### config.mk
export PLATFORM = sky130hd
export DESIGN_NAME = hhmm_generation_ctrl
export DESIGN_NICKNAME = d
export VERILOG_FILES = /design/src/rtl/hhmm_generation_ctrl.sv
export SDC_FILE = /design/constraint.sdc
export NUM_CORES = 1
export LEC_CHECK = 0
export BUFFER_PORTS_ARGS = -buffer_cell sky130_fd_sc_hd__buf_4
export CAP_MARGIN = 20
export CORE_MARGIN = 10
export CORE_UTILIZATION = 55
export CTS_CLUSTER_DIAMETER = 200
export CTS_CLUSTER_SIZE = 14
export DETAILED_ROUTE_END_ITERATION = 12
export PLACE_DENSITY_LB_ADDON = 0.25
export RECOVER_POWER = 100
export SYNTH_ARGS = -nofsm -noshare
export SYNTH_HDL_FRONTEND = slang
export SYNTH_SLANG_ARGS = --single-unit
### constraint.sdc
create_clock -name CLK -period 5.6 [get_ports CLK]
set_input_delay 0.56 -clock CLK [delete_from_list [all_inputs] [get_ports CLK]]
set_output_delay 0.56 -clock CLK [all_outputs]
set_load 0.02 [all_outputs]
### src/rtl/hhmm_generation_ctrl.sv
// Generation sequencer for the HHMM evolutionary training loop:
// datapath reset, evaluation frame, winner scan and offload streaming.
module hhmm_generation_ctrl #(
   parameter int NC          = 4,
   parameter int INIT_CYCLES = 5,
   parameter int OFFLOAD_LEN = 11,
   localparam int CW         = (NC > 2) ? $clog2(NC) : 1
) (
   input  logic          CLK,
   input  logic          RESET_n,
   input  logic          start,
   input  logic          abort,
   input  logic [15:0]   frame_duration,
   input  logic [15:0]   gen_limit,
   input  logic [7:0]    fit_upper,
   input  logic [7:0]    fit_lower,
   input  logic          off_ready,
   output logic          dp_reset,
   output logic          frame_active,
   output logic          frame_done,
   output logic [CW-1:0] cand_sel,
   output logic [NC-1:0] keep_mut,
   output logic [15:0]   best_fit,
   output logic          off_valid,
   output logic [7:0]    off_index,
   output logic [15:0]   gen_count,
   output logic          busy
);

   localparam logic [2:0] IDLE    = 3'd0;
   localparam logic [2:0] INIT    = 3'd1;
   localparam logic [2:0] RUN     = 3'd2;
   localparam logic [2:0] EVAL    = 3'd3;
   localparam logic [2:0] OFFLOAD = 3'd4;

   localparam logic [15:0] INIT_LAST = 16'(INIT_CYCLES - 1);
   localparam logic [15:0] EVAL_LAST = 16'(2 * NC - 1);
   localparam logic [7:0]  OFF_LAST  = 8'(OFFLOAD_LEN - 1);
   localparam logic [NC-1:0] ONE     = NC'(1);

   logic [2:0]    state;
   logic [15:0]   cnt;
   logic [15:0]   dur;
   logic [15:0]   lim;
   logic [15:0]   win_fit;
   logic [CW-1:0] win_idx;
   logic          first_gen;

   logic [15:0]   fit;
   logic          take;
   logic [15:0]   fin_fit;
   logic [CW-1:0] fin_idx;
   logic [15:0]   gen_next;

   // Running winner including the candidate sampled this cycle;
   // the first sample of a scan always seeds it, ties keep the lower index.
   always_comb begin
      fit      = {fit_upper, fit_lower};
      take     = (cnt == 16'd1) || (fit > win_fit);
      fin_fit  = take ? fit : win_fit;
      fin_idx  = take ? cand_sel : win_idx;
      gen_next = (gen_count == 16'hFFFF) ? gen_count : gen_count + 16'd1;
   end

   // Phase sequencer; every output is registered alongside the state.
   always_ff @(posedge CLK or negedge RESET_n) begin
      if (!RESET_n) begin
         state        <= IDLE;
         cnt          <= '0;
         dur          <= '0;
         lim          <= '0;
         win_fit      <= '0;
         win_idx      <= '0;
         first_gen    <= 1'b1;
         dp_reset     <= 1'b1;
         frame_active <= 1'b0;
         frame_done   <= 1'b0;
         cand_sel     <= '0;
         keep_mut     <= '0;
         best_fit     <= '0;
         off_valid    <= 1'b0;
         off_index    <= '0;
         gen_count    <= '0;
         busy         <= 1'b0;
      end else begin
         frame_done <= 1'b0;
         if (state != IDLE && abort) begin
            state        <= IDLE;
            dp_reset     <= 1'b1;
            frame_active <= 1'b0;
            off_valid    <= 1'b0;
            cand_sel     <= '0;
            busy         <= 1'b0;
         end else begin
            case (state)
               IDLE: begin
                  if (start && !abort) begin
                     lim       <= gen_limit;
                     gen_count <= '0;
                     best_fit  <= '0;
                     keep_mut  <= '0;
                     first_gen <= 1'b1;
                     cnt       <= '0;
                     busy      <= 1'b1;
                     state     <= INIT;
                  end
               end
               INIT: begin
                  if (cnt == INIT_LAST) begin
                     dur          <= (frame_duration == 16'd0) ? 16'd1 : frame_duration;
                     cnt          <= 16'd1;
                     dp_reset     <= 1'b0;
                     frame_active <= 1'b1;
                     state        <= RUN;
                  end else begin
                     cnt <= cnt + 16'd1;
                  end
               end
               RUN: begin
                  if (cnt == dur) begin
                     cnt          <= '0;
                     frame_active <= 1'b0;
                     frame_done   <= 1'b1;
                     cand_sel     <= '0;
                     state        <= EVAL;
                  end else begin
                     cnt <= cnt + 16'd1;
                  end
               end
               EVAL: begin
                  if (cnt[0]) begin
                     win_fit <= fin_fit;
                     win_idx <= fin_idx;
                  end
                  if (cnt == EVAL_LAST) begin
                     if (first_gen || fin_fit > best_fit) begin
                        best_fit  <= fin_fit;
                        keep_mut  <= ONE << fin_idx;
                        first_gen <= 1'b0;
                     end else begin
                        keep_mut <= '0;
                     end
                     cand_sel  <= '0;
                     off_valid <= 1'b1;
                     off_index <= '0;
                     state     <= OFFLOAD;
                  end else begin
                     cnt      <= cnt + 16'd1;
                     cand_sel <= CW'((cnt + 16'd1) >> 1);
                  end
               end
               OFFLOAD: begin
                  if (off_ready) begin
                     if (off_index == OFF_LAST) begin
                        off_valid <= 1'b0;
                        gen_count <= gen_next;
                        dp_reset  <= 1'b1;
                        cnt       <= '0;
                        if (lim != 16'd0 && gen_next == lim) begin
                           busy  <= 1'b0;
                           state <= IDLE;
                        end else begin
                           state <= INIT;
                        end
                     end else begin
                        off_index <= off_index + 8'd1;
                     end
                  end
               end
               default: begin
                  state <= IDLE;
               end
            endcase
         end
      end
   end

endmodule

## After elaboration in Yosys (flattened, before gate mapping)

Index checks and enable logic that the tools add are counted.

| cells by class | value |
|---|---|
| muxes and demuxes | 64 |
| magnitude comparators | 2 |
| shift operators | 1 |
| equal/unequal tests | 25 |
| $add $sub $neg | 3 |
| reduce and logical (&&, ||, !) cells | 33 |
| bitwise gates (word level) | 1 |

Operator list:

| kind | number |
|---|---|
| 2-to-1 mux 16 bit | 13 |
| one-hot mux 16 bit (5 select lines) | 1 |
| one-hot mux 16 bit (2 select lines) | 2 |
| adder 16 x 1 -> 16 bit (second input constant) | 2 |
| equality test 16 bit | 2 |
| equality test 16 x 3 -> 1 bit (second input constant) | 2 |
| greater-than comparator 16 bit | 2 |
| 2-to-1 mux 8 bit | 3 |
| 2-to-1 mux 1 bit | 22 |
| 2-to-1 mux 3 bit | 7 |
| != test 3 bit (second input constant) | 7 |
| AND reduction 5 bit | 4 |
| nonzero test 3 bit | 6 |
| equality test 16 x 1 -> 1 bit (second input constant) | 1 |
| equality test 16 bit (second input constant) | 1 |
| logical NOT 16 bit | 1 |
| one-hot mux 8 bit (2 select lines) | 1 |
| nonzero test 16 bit | 1 |
| one-hot mux 3 bit (5 select lines) | 1 |
| != test 2 bit (second input constant) | 7 |
| 2-to-1 mux 4 bit | 3 |
| AND reduction 3 bit | 4 |
| AND reduction 4 bit | 3 |
| AND reduction 6 bit | 2 |
| other kinds (18) | 31 |

| storage, ports and cells | value |
|---|---|
| output and inout bits | 51 |
| logic and storage cells | 146 |
| input bits | 53 |
| register bits | 121 |

## Depth between registers and ports, before layout

Gate-level depths: netlist of the first run.

| depth | value |
|---|---|
| depth in word-level cells | 9 |
| depth in mapped cells | 18 |

## Least setup slack after synthesis of the first run

Ideal clock, no wire load.

| timing | value |
|---|---|
| path kind | input port to flip-flop |
| start point | input port fit_lower[3] |
| end point | register best_fit[10] |
| required time | 5.533 ns |
| library setup time | 0.067 ns |
| cell stages on the path | 15 |
| path buffers | 2 |
| arrival | 4.472 ns |
| setup slack | 1.061 ns |
| cells stage by stage | ha_1 -> a2111oi_0 -> a21oi_1 -> o21ai_0 -> a32o_1 -> clkbuf_1 -> mux2_2 -> ha_1 -> a2111oi_0 -> o21ai_0 -> a2111oi_0 -> a41oi_1 -> o22ai_1 -> buf_2 -> a32o_1 |

| between the ends | value |
|---|---|
| word-level cells in the longest chain between the ends | 7 |
| elaborated cells on any way between the ends | 10 |
| classes of those cells | order compare: 2; eq/ne: 1; mux: 4; reduce/logical: 3 |

RTL lines:

| item | line | RTL |
|---|---|---|
| start: declaration | 16 | `input logic [7:0] fit_lower,` |
| greater-than comparator 16 bit | 59 | `take = (cnt == 16'd1) \|\| (fit > win_fit);` |
| logical OR 1 bit | 59 |  |
| 2-to-1 mux 16 bit | 60 | `fin_fit = take ? fit : win_fit;` |
| via fin_fit[5] | 51 | `logic [15:0] fin_fit;` |
| greater-than comparator 16 bit | 136 | `if (first_gen \|\| fin_fit > best_fit) begin` |
| logical OR 1 bit | 136 |  |
| != test 2 bit (no line) | n/a |  |
| AND reduction 5 bit (no line) | n/a |  |
| end signal: assignment | 137 | `best_fit <= fin_fit;` |
| end: declaration | 23 | `output logic [15:0] best_fit,` |

The timed path passes the listed nets, and every way through them passes these cells. The select of a mux whose other input is x is not followed.
A chain may end at the register's enable or synchronous reset.

## Worst setup path in the final report of the first run

| timing | value |
|---|---|
| start point | register cnt[3] |
| end point | register keep_mut[2] |

| between the ends | value |
|---|---|
| word-level cells in the longest chain between the ends | 8 |
| elaborated cells on any way between the ends | 13 |
| classes of those cells | order compare: 1; eq/ne: 3; shift: 1; mux: 5; reduce/logical: 3 |

RTL lines:

| item | line | RTL |
|---|---|---|
| start: declaration | 42 | `logic [15:0] cnt;` |
| start signal: assignment | 116 | `cnt <= cnt + 16'd1;` |
| start signal: assignment | 127 | `cnt <= cnt + 16'd1;` |
| start signal: assignment | 148 | `cnt <= cnt + 16'd1;` |
| equality test 16 x 1 -> 1 bit | 59 |  |
| logical OR 1 bit | 59 |  |
| 2-to-1 mux 16 bit | 60 |  |
| via fin_fit[3] | 51 |  |
| greater-than comparator 16 bit | 136 |  |
| logical OR 1 bit | 136 |  |
| 2-to-1 mux 4 bit | 136 |  |
| 2-to-1 mux 4 bit | 135 | `if (cnt == EVAL_LAST) begin` |
| one-hot mux 4 bit (2 select lines) | 95 | `case (state)` |
| end signal: assignment | 138 | `keep_mut <= ONE << fin_idx;` |
| end: declaration | 22 | `output logic [NC-1:0] keep_mut,` |

The timed path passes the listed nets, and every way through them passes these cells. The select of a mux whose other input is x is not followed.

==> reports/qor.csv, run 1 <==
metric,value,unit
status,"complete, but fails checks",
failing checks,"max-capacitance violations, max-slew violations",
# hold bufs at CTS,0,
area of the multi-input gates,3930,µm²
Mapped Area,7330,µm²
final setup fails,0,
Vias/cell,6.02,
PortBufs,103,
Area Overhead vs Synth,16.5,%
worst path required time,5.93,ns
total clock sinks,121,
unrepaired setup endpoints after global routing,false,
initial core utilization,0.558,
Detail Placement HPWL,14.9,mm
max-slew violation count,76,
total global-route track usage,0.223,
DRT Pass-1 Iters,5,
worst rel slew slack,-1.64,
GR Overflow Total,0,
initial antenna violation count,0,
Final Cell Area,8540,µm²
Worst R2R Setup Slack,0.81,ns
Leak,3.80,nW
Tcrit/Tclk final,0.856,
TritonCTS clock tree,built,
pin count of the biggest net entering global routing,76,
Die Ht,135,µm
Slew @ Worst Pin,3.96,ns
H-tree depth,4,
final setup TNS,0,ns
setup bufs post-CTS,0,
ys async rst share,1.00,
Clk Tree Root Cell,clkbuf_16,
routed wire length,20.0,mm
Routed Antenna Nets,0,
Crit Path Class,register to register,
"Primary FF master, synth",dfrtp_1,
Syn Nets,869,
Cell Pwr Density,419,nW/µm²
Synth Instances,778,
# fillers,1157,
Row Count,42,
vias in the first global route,6602,
Final min period,4.79,ns
DIE AREA,18400,µm²
Critical Path AT,5.12,ns
Worst-path clk slew,0.06,ns
Synth Register Bits,121,
Hold Path Class,input port to register,
drt wl/cell,19.0,µm
DR vias,6352,
Ports,104,
critical path peak fanout,21,
CP Launch Type,register,
# resized after CTS,0,
Post-synth EDFFs,0,
ratio of cells with drive above 1 in the final layout,0.147,
synth warn,0,
FF/Latch Area,3030,µm²
TritonCTS buffer count,17,
Clock Latency Late Sink,0.42,ns
first-pass GRT wire length,33.4,mm
Power Total,3.58,mW
count of cell types in the netlist,55,
MaxCap Viol Count,1,
Layout Nets,959,
Residual DRC,0,
total core area,13100,µm²
ANT cells,0,
GPL Wtd Cong,0.959,
fmax,209,MHz
CTS max path bufs,2,
Die X,135,µm
Final Skew,0.0149,ns
"Seq/Total Area, Yosys",0.413,
DP Area,8210,µm²
Worst Hold Slack,0.325,ns
Crit. End Element,register,
detailed router's first-iteration violation count,724,
Max VDD drop,0.247,mV
"Hold Vio Cnt, Final",0,
Mapped Avg Cell Area,9.43,µm²
layout make-up:
cell class	instances	area share
Sequential cell	121	0.355
Timing Repair Buffer	111	0.0727
Clock buffer	20	0.0535
Tap cell	176	0.0258
Clock inverter	11	0.0144
Multi-Input combinational cell	574	0.460
Inverter	43	0.0189
registers in the layout, indices dropped and copies added, names as in the netlist, 4 cells and up:
| name | flops |
|---|---|
| keep_mut | 4 |
| gen_count | 16 |
| lim | 16 |
| dur | 16 |
| cnt | 16 |
| win_fit | 16 |
| off_index | 8 |
| best_fit | 16 |
cells in the mapped netlist, types with 6 or more instances:
library cell,count,area (µm²)
a41oi_1,7,61.3
mux2_2,41,462
a21o_1,7,52.6
mux2i_1,7,70.1
mux2_4,10,150
xor2_1,11,96.3
o21ai_0,57,285
nor4_1,17,106
nor2b_1,6,37.5
a31oi_1,12,75.1
buf_2,6,30.0
a32o_1,17,170
a21oi_1,23,115
nor2_1,48,180
and4_1,8,70.1
nor3_1,15,75.1
and3_1,23,144
nand4_1,23,144
ha_1,38,475
dfrtp_1,119,2980
a211oi_1,6,45.0
nand3_1,23,115
xnor2_1,33,289
nand2_1,92,345
clkbuf_1,30,113
inv_1,43,161
report_power, final:
group | internal (mW) | switching [mW] | total, mW
clock network | 0.675 | 0.400 | 1.07
registers | 1.06 | 0.202 | 1.26
logic | 0.557 | 0.687 | 1.24
total | 2.29 | 1.29 | 3.58
routing by layer:
| layer | track usage | wire length (µm) | vias to the layer above |
|---|---|---|---|
| li1 | - | - | 3015 |
| met5 | 0 | 0 | - |
| met3 | 0.0582 | 1170 | 42 |
| met2 | 0.372 | 9900 | 218 |
| met1 | 0.271 | 8500 | 3077 |
| met4 | 0.0855 | 474 | 0 |
path summary, 6_finish.rpt:
kind / start / end / cells after the start
min in group asynchronous: RESET_n / win_fit[0] / 1
max in group asynchronous: RESET_n / dur[12] / 2
worst max-delay path: cnt[3] / keep_mut[2] / 16
worst min-delay path: gen_limit[14] / lim[14] / 3
worst min register to register: first_gen / first_gen / 2
worst max register to register: cnt[3] / keep_mut[2] / 16
logic make-up (layout without fill, tap and decap cells):
group	count (synthesis)	in the layout	share of synthesized area
AO/OA/AOI/OAI	165	165	0.150
AND/OR/NAND/NOR	269	269	0.180
XOR/XNOR	44	44	0.0526
multiplexers	58	58	0.0930
flip-flops	121	121	0.413
adder cells (fa/ha/maj)	38	38	0.0648
buffers and inverters	83	185	0.0462
per-stage QoR:
stage | instances | utilization | worst slack (ns)
floorplan | 778 | - | 1.06
global placement | 1025 | 0.625 | 1.08
detailed placement | 1025 | 0.625 | 0.919
CTS | 1056 | 0.669 | 1.14
global route | 1056 | 0.650 | 0.308
finish | 1056 | 0.650 | 0.808
cell usage in the layout, fill, tap and decap left out, drive strengths merged, types with 4 or more instances in the layout:
cell	netlist	routed
clkbuf	31	77
dfrtp	119	119
inv	43	44
a21o	7	7
a32o	17	17
a41oi	7	7
and4	8	8
xor2	11	11
xnor2	33	33
and2	7	7
a21oi	23	23
ha	38	38
o21a	5	5
nor2b	6	6
o211ai	5	5
nor3	15	15
nor4	17	17
nand4	23	23
clkinv	0	7
a211oi	6	6
nand2	92	92
a31oi	12	12
mux2i	7	7
buf	9	54
nand3	23	23
and3	23	23
mux2	51	51
nor2	48	48
o21ai	57	57
a2111oi	4	4
worst max-delay path, cell delays in order (launching register included):
cell       delay, ns
dfrtp_1         0.44
nor4_1          0.36
and4_1          0.42
nand3b_2        0.15
o21a_1          0.12
a32o_1          0.25
buf_4           0.22
mux2_1          0.38
ha_1            0.35
and4b_1         0.25
a211oi_1        0.06
o21ai_0         0.16
a2111oi_0       0.11
a41oi_1         0.27
clkbuf_1        0.62
nand2_1         0.26
o21ai_0         0.27
Note: power is estimated with default switching activity, not from simulation.
==> run 2, diff against run 1 <==
--- a/config.mk
+++ b/config.mk
@@ -12,7 +12,7 @@
 export CTS_CLUSTER_DIAMETER = 200
 export CTS_CLUSTER_SIZE = 14
 export DETAILED_ROUTE_END_ITERATION = 12
-export PLACE_DENSITY_LB_ADDON = 0.25
+export PLACE_DENSITY = 0.77
 export RECOVER_POWER = 100
 export SYNTH_ARGS = -nofsm -noshare
 export SYNTH_HDL_FRONTEND = slang
==> reports/qor.csv, run 2 (synthesis gave the netlist of run 1 again) <==
metric,value,unit,change
total clock sinks,121,,unchanged
MaxCap Viol Count,1,,unchanged
PortBufs,103,,unchanged
Area Overhead vs Synth,17.6,%,was 16.5%
worst setup margin,0.794,ns,was 0.808 ns
drt wl/cell,18.7,µm,was 19.0 µm
CTS max path bufs,2,,unchanged
H-tree depth,4,,unchanged
worst rel slew slack,-1.25,,was -1.64
TritonCTS buffer count,17,,unchanged
pin count of the biggest net entering global routing,80,,was 76
unrepaired setup endpoints after global routing,false,,unchanged
routed wire length,19.8,mm,was 20.0 mm
pre-CTS setup slack,0.911,ns,was 0.919 ns
Final min period,4.81,ns,was 4.79 ns
ratio of cells with drive above 1 in the final layout,0.145,,was 0.147
Max VDD drop,0.273,mV,was 0.247 mV
critical path peak fanout,21,,unchanged
Vias/cell,6.09,,was 6.02
Worst-path clk slew,0.06,ns,about the same
Clk Tree Root Cell,clkbuf_16,,unchanged
Cell Pwr Density,431,nW/µm²,was 419 nW/µm²
Hold Path Class,input port to register,,unchanged
Detail Placement HPWL,14.6,mm,was 14.9 mm
initial core utilization,0.558,,unchanged
max-slew violation count,74,,was 76
worst path required time,5.92,ns,was 5.93 ns
GR Overflow Total,0,,unchanged
ANT cells,0,,unchanged
failing checks,"max-capacitance violations, max-slew violations",,unchanged
total core area,13100,µm²,unchanged
final setup fails,0,,unchanged
crit path from,win_fit[3],,was cnt[3]
Tcrit/Tclk final,0.858,,was 0.856
# resized after CTS,0,,unchanged
Row Count,42,,unchanged
Crit. End Element,register,,unchanged
final setup TNS,0,ns,unchanged
Die X,135,µm,unchanged
DR vias,6437,,was 6352
first-pass GRT wire length,32.5,mm,was 33.4 mm
initial antenna violation count,0,,unchanged
Routed Antenna Nets,0,,unchanged
Critical Path AT,5.13,ns,was 5.12 ns
"Hold Vio Cnt, Final",0,,unchanged
status,"complete, but fails checks",,unchanged
GPL Wtd Cong,0.949,,was 0.959
Layout Nets,959,,unchanged
Worst R2R Setup Slack,0.79,ns,was 0.81 ns
vias in the first global route,6426,,was 6602
Final Skew,0.0181,ns,was 0.0149 ns
Die Ht,135,µm,unchanged
Slew @ Worst Pin,3.38,ns,was 3.96 ns
"commonest non-fill, non-tap cell in the layout",dfrtp_1,,unchanged
fmax,208,MHz,was 209 MHz
detailed router's first-iteration violation count,521,,was 724
CP Launch Type,register,,unchanged
Ports,104,,unchanged
Hold Startpoint,gen_limit[14],,unchanged
total global-route track usage,0.218,,was 0.223
TritonCTS clock tree,built,,unchanged
Crit Path Class,register to register,,unchanged
Leak,3.83,nW,was 3.80 nW
Critical R2R Launch,win_fit[3],,was cnt[3]
DRT Pass-1 Iters,5,,unchanged
Clock Latency Late Sink,0.43,ns,was 0.42 ns
Residual DRC,0,,unchanged
DIE AREA,18400,µm²,unchanged
"commonest cells after routing, fill and taps aside","dfrtp_1, nand2_1, o21ai_0, clkbuf_1, buf_4",,unchanged
[run 2: changes by cell type in the layout (fill, tap and decap cells not counted), sizes merged]
cell           before  now
clkinv              7    3
bufinv              2    5
clkbuf             77   76
clkdlybuf4s25       0    1
clkinvlp            1    2
dlygate4sd3         0    1
[run 2: power breakdown]
group	internal (mW)	leakage [nW]	switching, mW
combinational	0.554	1.87	0.686
sequential	1.06	1.64	0.202
clock	0.813	0.314	0.402
total	2.42	3.83	1.29
[run 2: path summary, 6_finish.rpt]
path,end,cells after the start
max,keep_mut[1],16
min,lim[14],3
max reg2reg,keep_mut[1],16
min reg2reg,first_gen,2
max in group asynchronous,cand_sel[1],4
min in group asynchronous,win_fit[1],2
[run 2: final cells by class]
cell class	instances	area, µm²
inverters	43	161
well taps	176	220
clock inverters	11	193
fillers	1104	4510
flip-flops and latches	121	3030
repair buffers	111	632
multi-input cells	574	3930
clock buffers	21	460
[run 2: timing repair]
item,CTS,global route
buffers inserted,0,0
endpoints found under the hold margin,0,6
endpoints found under the setup margin,0,0
hold buffers,0,1
[run 2: routing by layer]
metal,part of all wire,track usage
met3,0.063,0.0623
met1,0.43,0.260
met2,0.49,0.367
met5,0,0
met4,0.022,0.0807
[run 2: worst max-delay path, stage by stage (launching register included)]
cell	delay, ns
dfrtp_1	0.38
inv_1	0.06
ha_1	0.31
a2111oi_0	0.44
a21oi_1	0.14
o21ai_0	0.20
a32o_1	0.18
buf_4	0.30
mux2_2	0.41
ha_1	0.32
nand4_1	0.20
a211oi_1	0.27
a2111oi_0	0.15
a41oi_1	0.22
clkbuf_1	0.59
nand2_1	0.25
o21ai_0	0.29
[run 2: stage by stage]
stage	cells	cell area, µm²	utilization	power [mW]	hold slack (ns)
finish	1057	8630	0.657	3.71	0.324
global route	1057	8630	0.657	3.94	0.322
CTS	1055	8850	0.673	3.76	0.317
detailed placement	1023	8190	0.624	2.53	0.460
global placement	1023	8190	0.624	2.48	0.458
floorplan	778	7330	-	2.15	0.264
